--- src/rtl/mod13_ctrl_pkg.sv ---
// Shared types and constants for the mod-13 counter command sequencer.
// Optional wrap-count output of the sequencer is enabled by MOD13_CTRL_WRAP_CNT_EN.
package mod13_ctrl_pkg;

  localparam int MOD = 13;
  localparam int W   = 4;

  // Largest value the counter can legally hold.
  localparam logic [W-1:0] MAX_VAL = W'(MOD - 1);

  typedef enum logic [1:0] {
    OP_NOP  = 2'b00,
    OP_LOAD = 2'b01,
    OP_UP   = 2'b10,
    OP_DOWN = 2'b11
  } op_e;

  typedef enum logic [1:0] {
    S_IDLE = 2'b00,
    S_LOAD = 2'b01,
    S_RUN  = 2'b10,
    S_DONE = 2'b11
  } state_e;

  // A LOAD value is usable only if the counter could actually hold it.
  function automatic logic is_legal_load(input logic [W-1:0] arg);
    return (arg <= MAX_VAL);
  endfunction

endpackage

--- src/rtl/mod13_count_ctrl.sv ---
// Command sequencer for mod13_updown_counter.
// Takes NOP / LOAD / UP-by-N / DOWN-by-N commands over valid/ready and drives
// the counter's mode/load/data_in pins. Because the counter has no enable, it
// is held by reloading its own count whenever no command is executing.
// Optional feature macro: MOD13_CTRL_WRAP_CNT_EN adds the wrap_cnt output.
module mod13_count_ctrl
  import mod13_ctrl_pkg::*;
(
  input  logic         clk,
  input  logic         rst,        // asynchronous, active-low
  input  logic         cmd_valid,
  output logic         cmd_ready,
  input  logic [1:0]   cmd_op,
  input  logic [W-1:0] cmd_arg,
  output logic         ctr_mode,
  output logic         ctr_load,
  output logic [W-1:0] ctr_data,
  input  logic [W-1:0] ctr_count,
  output logic         busy,
  output logic         done,
  output logic         err
`ifdef MOD13_CTRL_WRAP_CNT_EN
  ,
  output logic [W-1:0] wrap_cnt
`endif
);

  state_e       r_state;
  state_e       w_state_next;
  logic [W-1:0] r_rem;
  logic [W-1:0] w_rem_next;
  logic [W-1:0] r_arg;
  logic         r_dir;      // 1 = up, 0 = down
  logic         r_err;      // latched "illegal LOAD" flag for the current command
  logic         w_accept;
  op_e          w_op;

  assign w_op      = op_e'(cmd_op);
  // rst is included so the host never sees ready while the block is in reset.
  assign cmd_ready = (r_state == S_IDLE) && rst;
  assign w_accept  = cmd_valid && cmd_ready;

  // State and remaining-step registers.
  always_ff @(posedge clk or negedge rst) begin
    if (!rst) begin
      r_state <= S_IDLE;
      r_rem   <= '0;
    end else begin
      r_state <= w_state_next;
      r_rem   <= w_rem_next;
    end
  end

  // Capture the command fields at accept; they are ignored at all other times.
  always_ff @(posedge clk or negedge rst) begin
    if (!rst) begin
      r_arg <= '0;
      r_dir <= 1'b0;
      r_err <= 1'b0;
    end else if (w_accept) begin
      r_arg <= cmd_arg;
      r_dir <= (w_op == OP_UP);
      r_err <= (w_op == OP_LOAD) && !is_legal_load(cmd_arg);
    end
  end

  // Next-state and step countdown.
  always_comb begin
    w_state_next = r_state;
    w_rem_next   = r_rem;
    case (r_state)
      S_IDLE: begin
        if (w_accept) begin
          case (w_op)
            OP_NOP:  w_state_next = S_DONE;
            OP_LOAD: w_state_next = is_legal_load(cmd_arg) ? S_LOAD : S_DONE;
            default: begin
              if (cmd_arg == '0) begin
                w_state_next = S_DONE;
              end else begin
                w_state_next = S_RUN;
                w_rem_next   = cmd_arg;
              end
            end
          endcase
        end
      end
      S_LOAD: w_state_next = S_DONE;
      S_RUN: begin
        w_rem_next = r_rem - W'(1);
        if (r_rem == W'(1)) begin
          w_state_next = S_DONE;
        end
      end
      S_DONE:  w_state_next = S_IDLE;
      default: w_state_next = S_IDLE;
    endcase
  end

  // Counter pin drive; outside LOAD/RUN the counter reloads its own value.
  always_comb begin
    ctr_load = 1'b1;
    ctr_data = ctr_count;
    ctr_mode = 1'b0;
    case (r_state)
      S_LOAD: ctr_data = r_arg;
      S_RUN: begin
        ctr_load = 1'b0;
        ctr_mode = r_dir;
      end
      default: ;
    endcase
  end

  assign busy = (r_state != S_IDLE);
  assign done = (r_state == S_DONE);
  assign err  = done && r_err;

`ifdef MOD13_CTRL_WRAP_CNT_EN
  logic [W-1:0] r_wrap_cnt;
  logic         w_wrap_hit;

  // The counter wraps on this RUN step if it sits at the end it is moving past.
  assign w_wrap_hit = r_dir ? (ctr_count == MAX_VAL) : (ctr_count == '0);

  // Count wraps during RUN, saturating; cleared when the next command is taken.
  always_ff @(posedge clk or negedge rst) begin
    if (!rst) begin
      r_wrap_cnt <= '0;
    end else if (w_accept) begin
      r_wrap_cnt <= '0;
    end else if ((r_state == S_RUN) && w_wrap_hit && (r_wrap_cnt != '1)) begin
      r_wrap_cnt <= r_wrap_cnt + W'(1);
    end
  end

  assign wrap_cnt = r_wrap_cnt;
`endif

endmodule

--- config.mk ---
export PLATFORM = sky130hd
export DESIGN_NAME = mod13_count_ctrl
export DESIGN_NICKNAME = d
export VERILOG_FILES = /design/src/rtl/mod13_ctrl_pkg.sv /design/src/rtl/mod13_count_ctrl.sv
export SDC_FILE = /design/constraint.sdc
export NUM_CORES = 1
export LEC_CHECK = 0
export CORE_MARGIN = 2
export CORE_UTILIZATION = 42
export DETAILED_ROUTE_END_ITERATION = 12
export GPL_TIMING_DRIVEN = 0
export PLACE_DENSITY = 0.74
export SYNTH_ARGS = -nofsm -noshare
export SYNTH_HDL_FRONTEND = slang
export SYNTH_SLANG_ARGS = --single-unit
--- constraint.sdc ---
create_clock -name clk -period 1.5 [get_ports clk]
set_input_delay 0.225 -clock clk [delete_from_list [all_inputs] [get_ports clk]]
set_output_delay 0.225 -clock clk [all_outputs]
set_load 0.005 [all_outputs]
==> summary.md <==
| Metric | Value |
|---|---|
| Vias in the first global route | `809` |
| DP Cell Count | `130` |
| N_diodes | `0` |
| Final WL | `2691 um` |
| Worst Hold Class | `in2reg` |
| Max_cap viols | `0` |
| DR WL/cell | `17.47 um` |
| Gr busiest metal | `met2` |
| All-Layer GR Usage | `23.07%` |
| CP max-delay cell | `dfrtp_1` |
| Largest net degree at the start of global routing | `15` |
| Prevailing post-synth register cell | `dfrtp_1` |
| WP data arrival | `1.55 ns` |
| Synth top area share | `36.70%` |
| CTS tree | `built` |
| Final RePlAce weighted congestion | `0.8592` |
| Met3 track demand over resource | `2.963%` |
| Final hold vios | `0` |
| Hold path cells | `2` |
| M1 GR Usage | `26.96%` |
| Synth area leaders | `dfrtp_1 37%, mux2_2 11%, ha_1 9.2%, a21oi_1 3.7%, o41ai_4 3.4%` |
| Most area-hungry cell type in the Yosys netlist | `dfrtp_1` |
| Register Area | `300.3 um2` |
| Dpl ws | `-0.7218 ns` |
| Clk_lat worst skew | `0.29 ns` |
| First-pass GRT wire length | `3567 um` |
| Critical Path Max Stage Delay | `0.42 ns` |
| Area post-placement | `0.001072 mm2` |
| Relative slew slack | `58.61%` |
| Leak Pwr | `0.6516 nW` |
| Fin util | `80.98%` |
| DR iter-0 viols | `19` |
| Core area | `0.001783 mm2` |
| Layout cell share with drive strength beyond 1 | `51.16%` |
| Post-Route Skew | `0.01092 ns` |
| Inserted Clock Buffers | `3` |
| CP required | `1.27 ns` |
| Hold slack final | `0.4460 ns` |
| Filler cell count | `101` |
| Fin. max-slew vios | `0` |
| H-tree Lvls | `1` |
| Cell family with most CP delay | `flip-flops` |
| GR Util met2 | `40.79%` |
| Cell mode on critical path | `buf_6` |
| Die ar. | `0.002317 mm2` |
| Die W | `48.14 um` |
| Syn Area/Cell | `9.859 um2` |
| CP cell instances | `buf_6, ha_4, buf_6, mux2_4, buf_6` |
| Final worst slack | `-0.2762 ns` |
| Std-Cell Rows | `15` |
| Final Setup Violations | `21` |
| Post-synth ARST share | `100.0%` |
| Clock Sinks | `12` |
| Gr ovfl total | `0` |
| Reg clk slew, reported paths | `0.09 ns` |
| Worst setup EP type | `output pin` |
| Pre-antenna DRT Iters | `4` |
| Via count | `858` |
| Clock tree buffer depth | `2` |
| Post-route cell area | `0.001444 mm2` |
| Crit Path Max Fanout | `4` |
| Die Y | `48.14 um` |
| YS warnings | `0` |
| P&R area growth vs syn | `76.45%` |
| Post-DRT Antenna Nets | `0` |
| NumNets Final | `150` |
| Synth cell types | `33` |
| # DRC | `0` |
| Worst vdd ir | `1.100 mV` |
| Critical path type | `reg2out` |
| Commonest cells post-synth | `12 x dfrtp_1, 8 x mux2_2, 7 x inv_1` |
| Area occupied by multi-input gates | `621.8 um2` |
| Post-synthesis sequential area ratio | `36.70%` |
| Syn Inst Count | `83` |
| Routed vias/inst | `5.571` |
| Violated checks | `setup timing` |
| Post-synthesis register bit count | `12` |
| Most numerous cell in the Yosys netlist | `dfrtp_1` |
| CP Launch Type | `register` |
| Crit. path cell count | `5` |
| Minimum clock period | `1.776 ns` |
| Final worst path period share | `118.4%` |
| Critical path buffers and inverters | `3` |
| Fmax | `563.0 MHz` |
| Power density over the cells | `1956 mW/mm2` |
| Post-DP HPWL | `1449 um` |
| Status | `finished with violations` |
| Worst Reg-to-Reg Cells | `6` |
| Syn Nets | `102` |
| Tightest Pin Transition | `0.6188 ns` |
| I/O Buffers | `22` |
| RSZ-0062 raised after global routing | `yes` |
| Final cell count without fillers | `154` |
| Synth Cell Area | `818.3 um2` |
| Initial antenna violation count | `0` |
| # IOs | `23` |
| Root Buffer | `clkbuf_4` |
| Post-synth EDFFs | `0` |
| Initial Util | `45.89%` |
==> sequential cells by signal, indices dropped and copies added (netlist names) <==
name / flops
r_err: 1
r_state: 2
r_rem: 4
r_arg: 4
r_dir: 1
==> report_power, final <==
part / switching, W / total (W) / internal [W]
clock: 0.000122 / 0.000216 / 0.0000934
sequential: 0.000166 / 0.000646 / 0.000480
combinational: 0.000845 / 0.00196 / 0.00112
total: 0.00113 / 0.00282 / 0.00169
==> final timing paths <==
path	startpoint	end	slack (ns)
worst min-delay path	cmd_arg[0]	r_rem[0]	0.45
worst min register to register	r_arg[1]	r_arg[1]	0.51
min in group asynchronous	rst	r_rem[2]	0.56
worst max register to register	r_rem[1]	r_state[0]	-0.21
max in group asynchronous	rst	r_state[0]	0.53
worst max-delay path	r_state[0]	ctr_data[3]	-0.28
==> layout make-up <==
type	count	share of cell area [%]
multi-input combinational	62	43.07
clock buffer	3	1.560
sequential	12	20.80
tap	25	2.166
timing repair buffer	43	28.16
buffer	2	2.080
inverter	7	2.166
==> logic make-up after synthesis <==
logic type / Yosys count / synth area share, %
xor gates and xnor gates: 1 / 1.071
muxes: 9 / 12.23
DFF: 12 / 36.70
AOI/OAI and AO/OA: 22 / 20.03
and+or+nand+nor: 24 / 16.51
buffers and inverters: 9 / 4.281
adders and majority gates: 6 / 9.174
==> cells in the final DEF (no fill, tap or decap), types with 2 or more instances in the layout <==
master           synthesis  final
nand2_1                  4      2
nor2_1                   6      6
buf_8                    0      2
inv_4                    0      2
dfrtp_1                 12     12
buf_12                   0      2
and2_1                   3      3
clkdlybuf4s50_1          0      9
nor3_1                   3      3
inv_1                    7      3
dlygate4sd2_1            0      3
o21ai_1                  1      4
inv_2                    0      2
clkbuf_4                 0      3
ha_4                     0      3
ha_1                     6      3
mux2_4                   0      2
o41ai_4                  1      2
clkbuf_2                 0      4
buf_4                    0     10
buf_2                    1      2
buf_6                    0     11
mux2_2                   8      6
a21oi_1                  6      5
==> layer usage <==
metal  up-vias  share of wire, %
met5         -                 0
met4         0               2.7
met3         9               3.5
met2        28                54
met1       426                39
li1        395                 -
==> metrics by stage <==
stage,setup TNS (ns),power (W)
6_report,-3.253,0.002824
5_1_grt,-4.002,0.002969
4_1_cts,-2.698,0.002506
3_5_place_dp,-10.35,0.001735
3_3_place_gp,-9.613,0.001684
2_1_floorplan,0,0.001316
==> timing repair <==
item                                    4_1_cts  5_1_grt
endpoints found under the setup margin       22       22
setup buffers                                16        5
resized for setup                            66       23
gates cloned                                  0        0
pin swaps                                     7        5
endpoints found under the hold margin         0       12
hold buffers                                  0        1
Note: power is estimated with default switching activity, not from simulation.
